$ cat src/rtl/sram_arbiter.sv
// Arbitrates a FIFO of buffered writes and a single pending read onto one SRAM
// controller port; reads win unless queued writes have been passed over too often.
module sram_arbiter #(
  parameter int FIFO_AW      = 3,
  parameter int STARVE_LIMIT = 4
) (
  input  logic             clk,
  input  logic             reset,
  input  logic             wr_valid,
  input  logic [17:0]      wr_address,
  input  logic [15:0]      wr_data,
  output logic             wr_ready,
  input  logic             rd_req,
  input  logic [17:0]      rd_address,
  output logic [15:0]      rd_data,
  output logic             rd_valid,
  output logic             rd_busy,
  output logic [FIFO_AW:0] fifo_level,
  output logic             overflow,
  output logic             sram_write,
  output logic             sram_read,
  output logic [17:0]      sram_address,
  output logic [15:0]      sram_data_write,
  input  logic [15:0]      sram_data_read,
  input  logic             sram_ready
);
  localparam int DEPTH = 1 << FIFO_AW;
  localparam int PW    = FIFO_AW + 1;
  localparam int SW    = $clog2(STARVE_LIMIT + 1);
  localparam logic [SW-1:0] STARVE_MAX = SW'(STARVE_LIMIT);

  typedef enum logic [1:0] {
    ST_IDLE = 2'd0,
    ST_CMD  = 2'd1,
    ST_WAIT = 2'd2
  } state_t;

  state_t          state_q, state_d;
  logic [PW-1:0]   wptr_q, wptr_d, rptr_q, rptr_d;
  logic            rd_want_q, rd_want_d;
  logic            rd_busy_q, rd_busy_d;
  logic [17:0]     rd_addr_q, rd_addr_d;
  logic            op_rd_q, op_rd_d;
  logic [SW-1:0]   starve_q, starve_d;
  logic [17:0]     addr_q, addr_d;
  logic [15:0]     wdata_q, wdata_d;
  logic [15:0]     rd_data_q, rd_data_d;
  logic            rd_valid_q, rd_valid_d;
  logic            ovf_q, ovf_d;
  logic [33:0]     mem_q [DEPTH];

  logic            full_s, empty_s, push_s, grant_rd_s, grant_wr_s;
  logic [33:0]     head_s;

  // The extra pointer bit separates a full FIFO from an empty one.
  assign full_s  = (wptr_q[FIFO_AW] != rptr_q[FIFO_AW]) &&
                   (wptr_q[FIFO_AW-1:0] == rptr_q[FIFO_AW-1:0]);
  assign empty_s = (wptr_q == rptr_q);
  assign head_s  = mem_q[rptr_q[FIFO_AW-1:0]];
  assign push_s  = wr_valid && wr_ready;

  assign wr_ready        = !reset && !full_s;
  assign fifo_level      = wptr_q - rptr_q;
  assign rd_data         = rd_data_q;
  assign rd_valid        = rd_valid_q;
  assign rd_busy         = rd_busy_q;
  assign overflow        = ovf_q;
  assign sram_address    = addr_q;
  assign sram_data_write = wdata_q;
  assign sram_read       = (state_q == ST_CMD) && op_rd_q;
  assign sram_write      = (state_q == ST_CMD) && !op_rd_q;

  // Next-state logic for the FSM, FIFO pointers, read tracking and starve counter.
  always_comb begin
    state_d    = state_q;
    wptr_d     = wptr_q;
    rptr_d     = rptr_q;
    rd_want_d  = rd_want_q;
    rd_busy_d  = rd_busy_q;
    rd_addr_d  = rd_addr_q;
    op_rd_d    = op_rd_q;
    starve_d   = starve_q;
    addr_d     = addr_q;
    wdata_d    = wdata_q;
    rd_data_d  = rd_data_q;
    rd_valid_d = 1'b0;
    ovf_d      = ovf_q;
    grant_rd_s = 1'b0;
    grant_wr_s = 1'b0;

    case (state_q)
      ST_IDLE: begin
        if (sram_ready && (rd_want_q || !empty_s)) begin
          state_d = ST_CMD;
          if (rd_want_q && (empty_s || (starve_q < STARVE_MAX))) begin
            grant_rd_s = 1'b1;
          end else begin
            grant_wr_s = 1'b1;
          end
        end else begin
          state_d = ST_IDLE;
        end
      end
      ST_CMD: begin
        state_d = ST_WAIT;
      end
      ST_WAIT: begin
        if (sram_ready) begin
          state_d = ST_IDLE;
          if (op_rd_q) begin
            rd_data_d  = sram_data_read;
            rd_valid_d = 1'b1;
          end else begin
            rd_valid_d = 1'b0;
          end
        end else begin
          state_d = ST_WAIT;
        end
      end
      default: begin
        state_d = ST_IDLE;
      end
    endcase

    if (grant_rd_s) begin
      addr_d    = rd_addr_q;
      op_rd_d   = 1'b1;
      rd_want_d = 1'b0;
      starve_d  = empty_s ? {SW{1'b0}} : starve_q + SW'(1'b1);
    end else if (grant_wr_s) begin
      addr_d   = head_s[33:16];
      wdata_d  = head_s[15:0];
      op_rd_d  = 1'b0;
      starve_d = {SW{1'b0}};
      rptr_d   = rptr_q + PW'(1'b1);
    end else begin
      addr_d = addr_q;
    end

    // Busy covers acceptance through the rd_valid cycle, so these never collide.
    if (rd_req && !rd_busy_q) begin
      rd_want_d = 1'b1;
      rd_busy_d = 1'b1;
      rd_addr_d = rd_address;
    end else if (rd_valid_q) begin
      rd_busy_d = 1'b0;
    end else begin
      rd_busy_d = rd_busy_q;
    end

    if (push_s) begin
      wptr_d = wptr_q + PW'(1'b1);
    end else begin
      wptr_d = wptr_q;
    end

    if (wr_valid && !wr_ready) begin
      ovf_d = 1'b1;
    end else begin
      ovf_d = ovf_q;
    end
  end

  // Control and datapath registers.
  always_ff @(posedge clk or posedge reset) begin
    if (reset) begin
      state_q    <= ST_IDLE;
      wptr_q     <= {PW{1'b0}};
      rptr_q     <= {PW{1'b0}};
      rd_want_q  <= 1'b0;
      rd_busy_q  <= 1'b0;
      rd_addr_q  <= 18'h00000;
      op_rd_q    <= 1'b0;
      starve_q   <= {SW{1'b0}};
      addr_q     <= 18'h00000;
      wdata_q    <= 16'h0000;
      rd_data_q  <= 16'h0000;
      rd_valid_q <= 1'b0;
      ovf_q      <= 1'b0;
    end else begin
      state_q    <= state_d;
      wptr_q     <= wptr_d;
      rptr_q     <= rptr_d;
      rd_want_q  <= rd_want_d;
      rd_busy_q  <= rd_busy_d;
      rd_addr_q  <= rd_addr_d;
      op_rd_q    <= op_rd_d;
      starve_q   <= starve_d;
      addr_q     <= addr_d;
      wdata_q    <= wdata_d;
      rd_data_q  <= rd_data_d;
      rd_valid_q <= rd_valid_d;
      ovf_q      <= ovf_d;
    end
  end

  // FIFO storage; contents are meaningless once the pointers are reset.
  always_ff @(posedge clk) begin
    if (push_s) begin
      mem_q[wptr_q[FIFO_AW-1:0]] <= {wr_address, wr_data};
    end
  end

endmodule

$ cat config.mk
export PLATFORM = sky130hd
export DESIGN_NAME = sram_arbiter
export DESIGN_NICKNAME = d
export VERILOG_FILES = /design/src/rtl/sram_arbiter.sv
export SDC_FILE = /design/constraint.sdc
export NUM_CORES = 1
export LEC_CHECK = 0
export ABC_CLOCK_PERIOD_IN_PS = 7750
export BUFFER_PORTS_ARGS = -buffer_cell sky130_fd_sc_hd__buf_2
export CORE_ASPECT_RATIO = 1.2
export CORE_MARGIN = 1.5
export CORE_UTILIZATION = 60
export DETAILED_ROUTE_END_ITERATION = 16
export PLACE_DENSITY = 0.89
export SLEW_MARGIN = 25
export SYNTH_ARGS = -nofsm -noshare
export SYNTH_HDL_FRONTEND = slang
export SYNTH_SLANG_ARGS = --single-unit
$ cat constraint.sdc
create_clock -name clk -period 7.75 [get_ports clk]
set_clock_uncertainty 0.2 [all_clocks]
set_input_delay 0.775 -clock clk [delete_from_list [all_inputs] [get_ports clk]]
set_output_delay 0.775 -clock clk [all_outputs]
set_load 0.02 [all_outputs]
==> flow_summary_export.csv <==
group,metric,value,unit
run_status,status,"completed",
finish,fin_util,71.3,%
cts,post_cts_buffers,0,
global_route,grt_start_max_net_pins,55,
global_route,met2_usage,44.4,%
route,firstDrtPassIters,5,
logic_synthesis,synth_top_family_by_area,"multiplexers",
logic_synthesis,yosysWarnings,0,
logic_synthesis,ys_seq_area_share,75.6,%
placement,portBuffers,132,
logic_synthesis,synth_seq_cells,358,
route,wl_per_cell,25.1,um
route,vias_per_cell,6.08,
route,drt_iter0_markers,704,
placement,gp_congestion,0.762,
setup_path,path_class,"flop to flop",
route,num_vias,7165,
cts,cts_hold_buf,0,
finish,final_nets,954,
sta,grt_setup_unrepaired,"no",
cts,cts_made_buffers,34,
route,ant_nets,0,
finish,final_cell_mix,"272 x edfxtp_1, 132 x buf_2, 104 x nand2_1",
global_route,grtUsageTotal,25.2,%
cts,cts_tree,"built",
logic_synthesis,synth_compound_area_share,3.42,%
finish,final_common_cell,"edfxtp_1",
logic_synthesis,yosysUniqueCellTypes,36,
placement,hpwl,17000,um
global_route,grt_antenna_before_repair,5,
floorplanning,chipHeight,168,um
global_route,grt_pass1_vias,7430,
logic_synthesis,syn_avg_cell_area,18.8,sq um
setup_path,crit_path_end_kind,"flop",
cts,clockRootBuffer,"clkbuf_16",
sta,tightest_slew,967,ps
sta,period_needed,3990,ps
route,drc,0,
logic_synthesis,synth_xor_area_share,0.577,%
sta,drv_slew,0,
sta,period_share,51.4,%
floorplanning,dieWidth,141,um
route,wl,29600,um
floorplanning,core_area,22400,sq um
finish,areaGrowthSynthToFinish,16.8,%
setup_path,startpoint_type,"flop",
cts,clock_latency,510,ps
logic_synthesis,synthAdderAreaFrac,0.696,%
logic_synthesis,synthMuxAreaShare,14.1,%
sta,relSlewSlack,35.5,%
global_route,met1_usage,31.7,%
finish,drive_above_1_share,33.1,%
floorplanning,ioPinCount,133,
placement,dpl_cell_area,14800,sq um
sta,finalHoldViolCount,0,
cts,postCtsResizedCells,0,
pwr,irDropWorstVdd,0.237,mV
global_route,top_usage_layer,"met2",
floorplanning,initial_core_util,61.1,%
run,cap_violations,0,
sta,setup_violations,0,
setup_path,crit_required,7760,ps
cts,htreeDepth,2,
global_route,gr-usage-met3,5.26,%
setup_path,worst_ep_arrival_time,4000,ps
min_path,hold_class,"primary input to async pin",
logic_synthesis,syn_area,13700,sq um
finish,fin_area,16000,sq um
floorplanning,rows,60,
global_route,grt.overflow.total,0,
cts,cts_max_path_buffers,3,
sta,clock.fmax,251,MHz
sta,fin_tns_setup,0,ps
global_route,grt_pass1_wl,43800,um
setup_path,cp_max_fo,54,
logic_synthesis,synthSimpleGateAreaFrac,3.84,%
cts,cts.sinks,358,
logic_synthesis,syn_nets,805,
cts,clkTransAtPathRegs,60,ps
floorplanning,dieArea,23700,sq um
logic_synthesis,syn_inst,725,
pwr,leakagePower,5.97,nW
pwr,pwr_density_cell,381,nW/um^2
[per-stage QoR]
| step | hold WS (ps) | total power, mW | setup slack (ps) | instances |
|---|---|---|---|---|
| global route | 110 | 6.34 | 3630 | 1179 |
| floorplan | 276 | 3.86 | 1480 | 725 |
| finish | 82.4 | 6.08 | 3760 | 1179 |
| detailed placement | 238 | 4.41 | 3610 | 1114 |
| CTS | 87.0 | 6.07 | 3640 | 1174 |
| global placement | 230 | 4.32 | 3730 | 1109 |
[state kept, by name, indices dropped and copies added, names as in the netlist, 2 cells and up]
register	flops
mem_q	272
rd_addr_q	18
rd_data	16
rptr_q	4
sram_address	18
sram_data_write	16
starve_q	3
state_q	2
wptr_q	4
[cell usage after synthesis (all sizes together)]
library cell | count | area [sq um]
clkbuf | 10 | 37.5
o21bai | 2 | 15.0
nand2b | 4 | 25.0
o211ai | 2 | 20.0
o2111ai | 1 | 8.76
o21ai | 19 | 95.1
fa | 1 | 20.0
nor2 | 12 | 45.0
nor3b | 1 | 7.51
a221o | 18 | 180
inv | 12 | 45.0
mux2 | 21 | 236
o31ai | 1 | 7.51
buf | 24 | 156
xnor2 | 6 | 52.6
mux4 | 68 | 1530
dfrtp | 86 | 2150
nand2 | 104 | 390
nor2b | 1 | 6.26
edfxtp | 272 | 8170
xor2 | 3 | 26.3
nor3 | 2 | 10.0
a22o | 2 | 17.5
nand4b | 1 | 8.76
clkinv | 2 | 7.51
mux2i | 16 | 160
nand3 | 4 | 20.0
a21o | 2 | 15.0
o21a | 1 | 7.51
a21oi | 20 | 100
and3 | 1 | 11.3
ha | 6 | 75.1
[per-layer routing]
layer / wire, um / vias up
met2: 15600 / 296
met1: 11300 / 3685
met3: 1840 / 56
met4: 871 / 6
li1: - / 3122
met5: 38 / -
[where the power goes]
group,total [mW],internal [mW],switching [mW]
Clock,1.65,0.977,0.671
Combinational,1.83,0.783,1.05
Sequential,2.60,2.40,0.207
Total,6.08,4.16,1.93
[cells by family after synthesis]
family | after synthesis
compound gates | 68
flops | 358
fa+ha+maj | 7
xor+xnor | 9
simple gates | 130
mux | 105
buf+inv | 48
[layout make-up]
class                           count  area [sq um]
Tap cell                          279           349
Fill cell                        1315          6410
Antenna cell                        2          5.00
Inverter                           14          55.1
Clock inverter                     14           140
Clock buffer                       46           970
Sequential cell                   358         10300
Timing Repair Buffer              147           933
Multi-Input combinational cell    319          3180
[final timing paths]
check | cells after the start | endpoint | slack [ps] | start
min | 2 | sram_address[0]$_DFFE_PP0P_ | 80 | reset
max | 8 | mem_q[2][7]$_DFFE_PP_ | 3760 | rptr_q[2]$_DFFE_PP0P_
max in group asynchronous | 3 | rptr_q[0]$_DFFE_PP0P_ | 6120 | reset
max reg2reg | 8 | mem_q[2][7]$_DFFE_PP_ | 3760 | rptr_q[2]$_DFFE_PP0P_
min reg2reg | 1 | rd_busy$_DFFE_PP0P_ | 250 | rd_valid$_DFF_PP0_
min in group clk | 1 | rd_busy$_DFFE_PP0P_ | 250 | rd_valid$_DFF_PP0_
[critical path: stages, from the launching register on]
cell and delay [ps]:
dfrtp_2 350, buf_4 640, inv_1 180, ha_1 370
nand3_1 380, o21a_1 250, nand3_1 330, nor2_4 700
buf_16 240
Power figures use the tool's default switching activity.
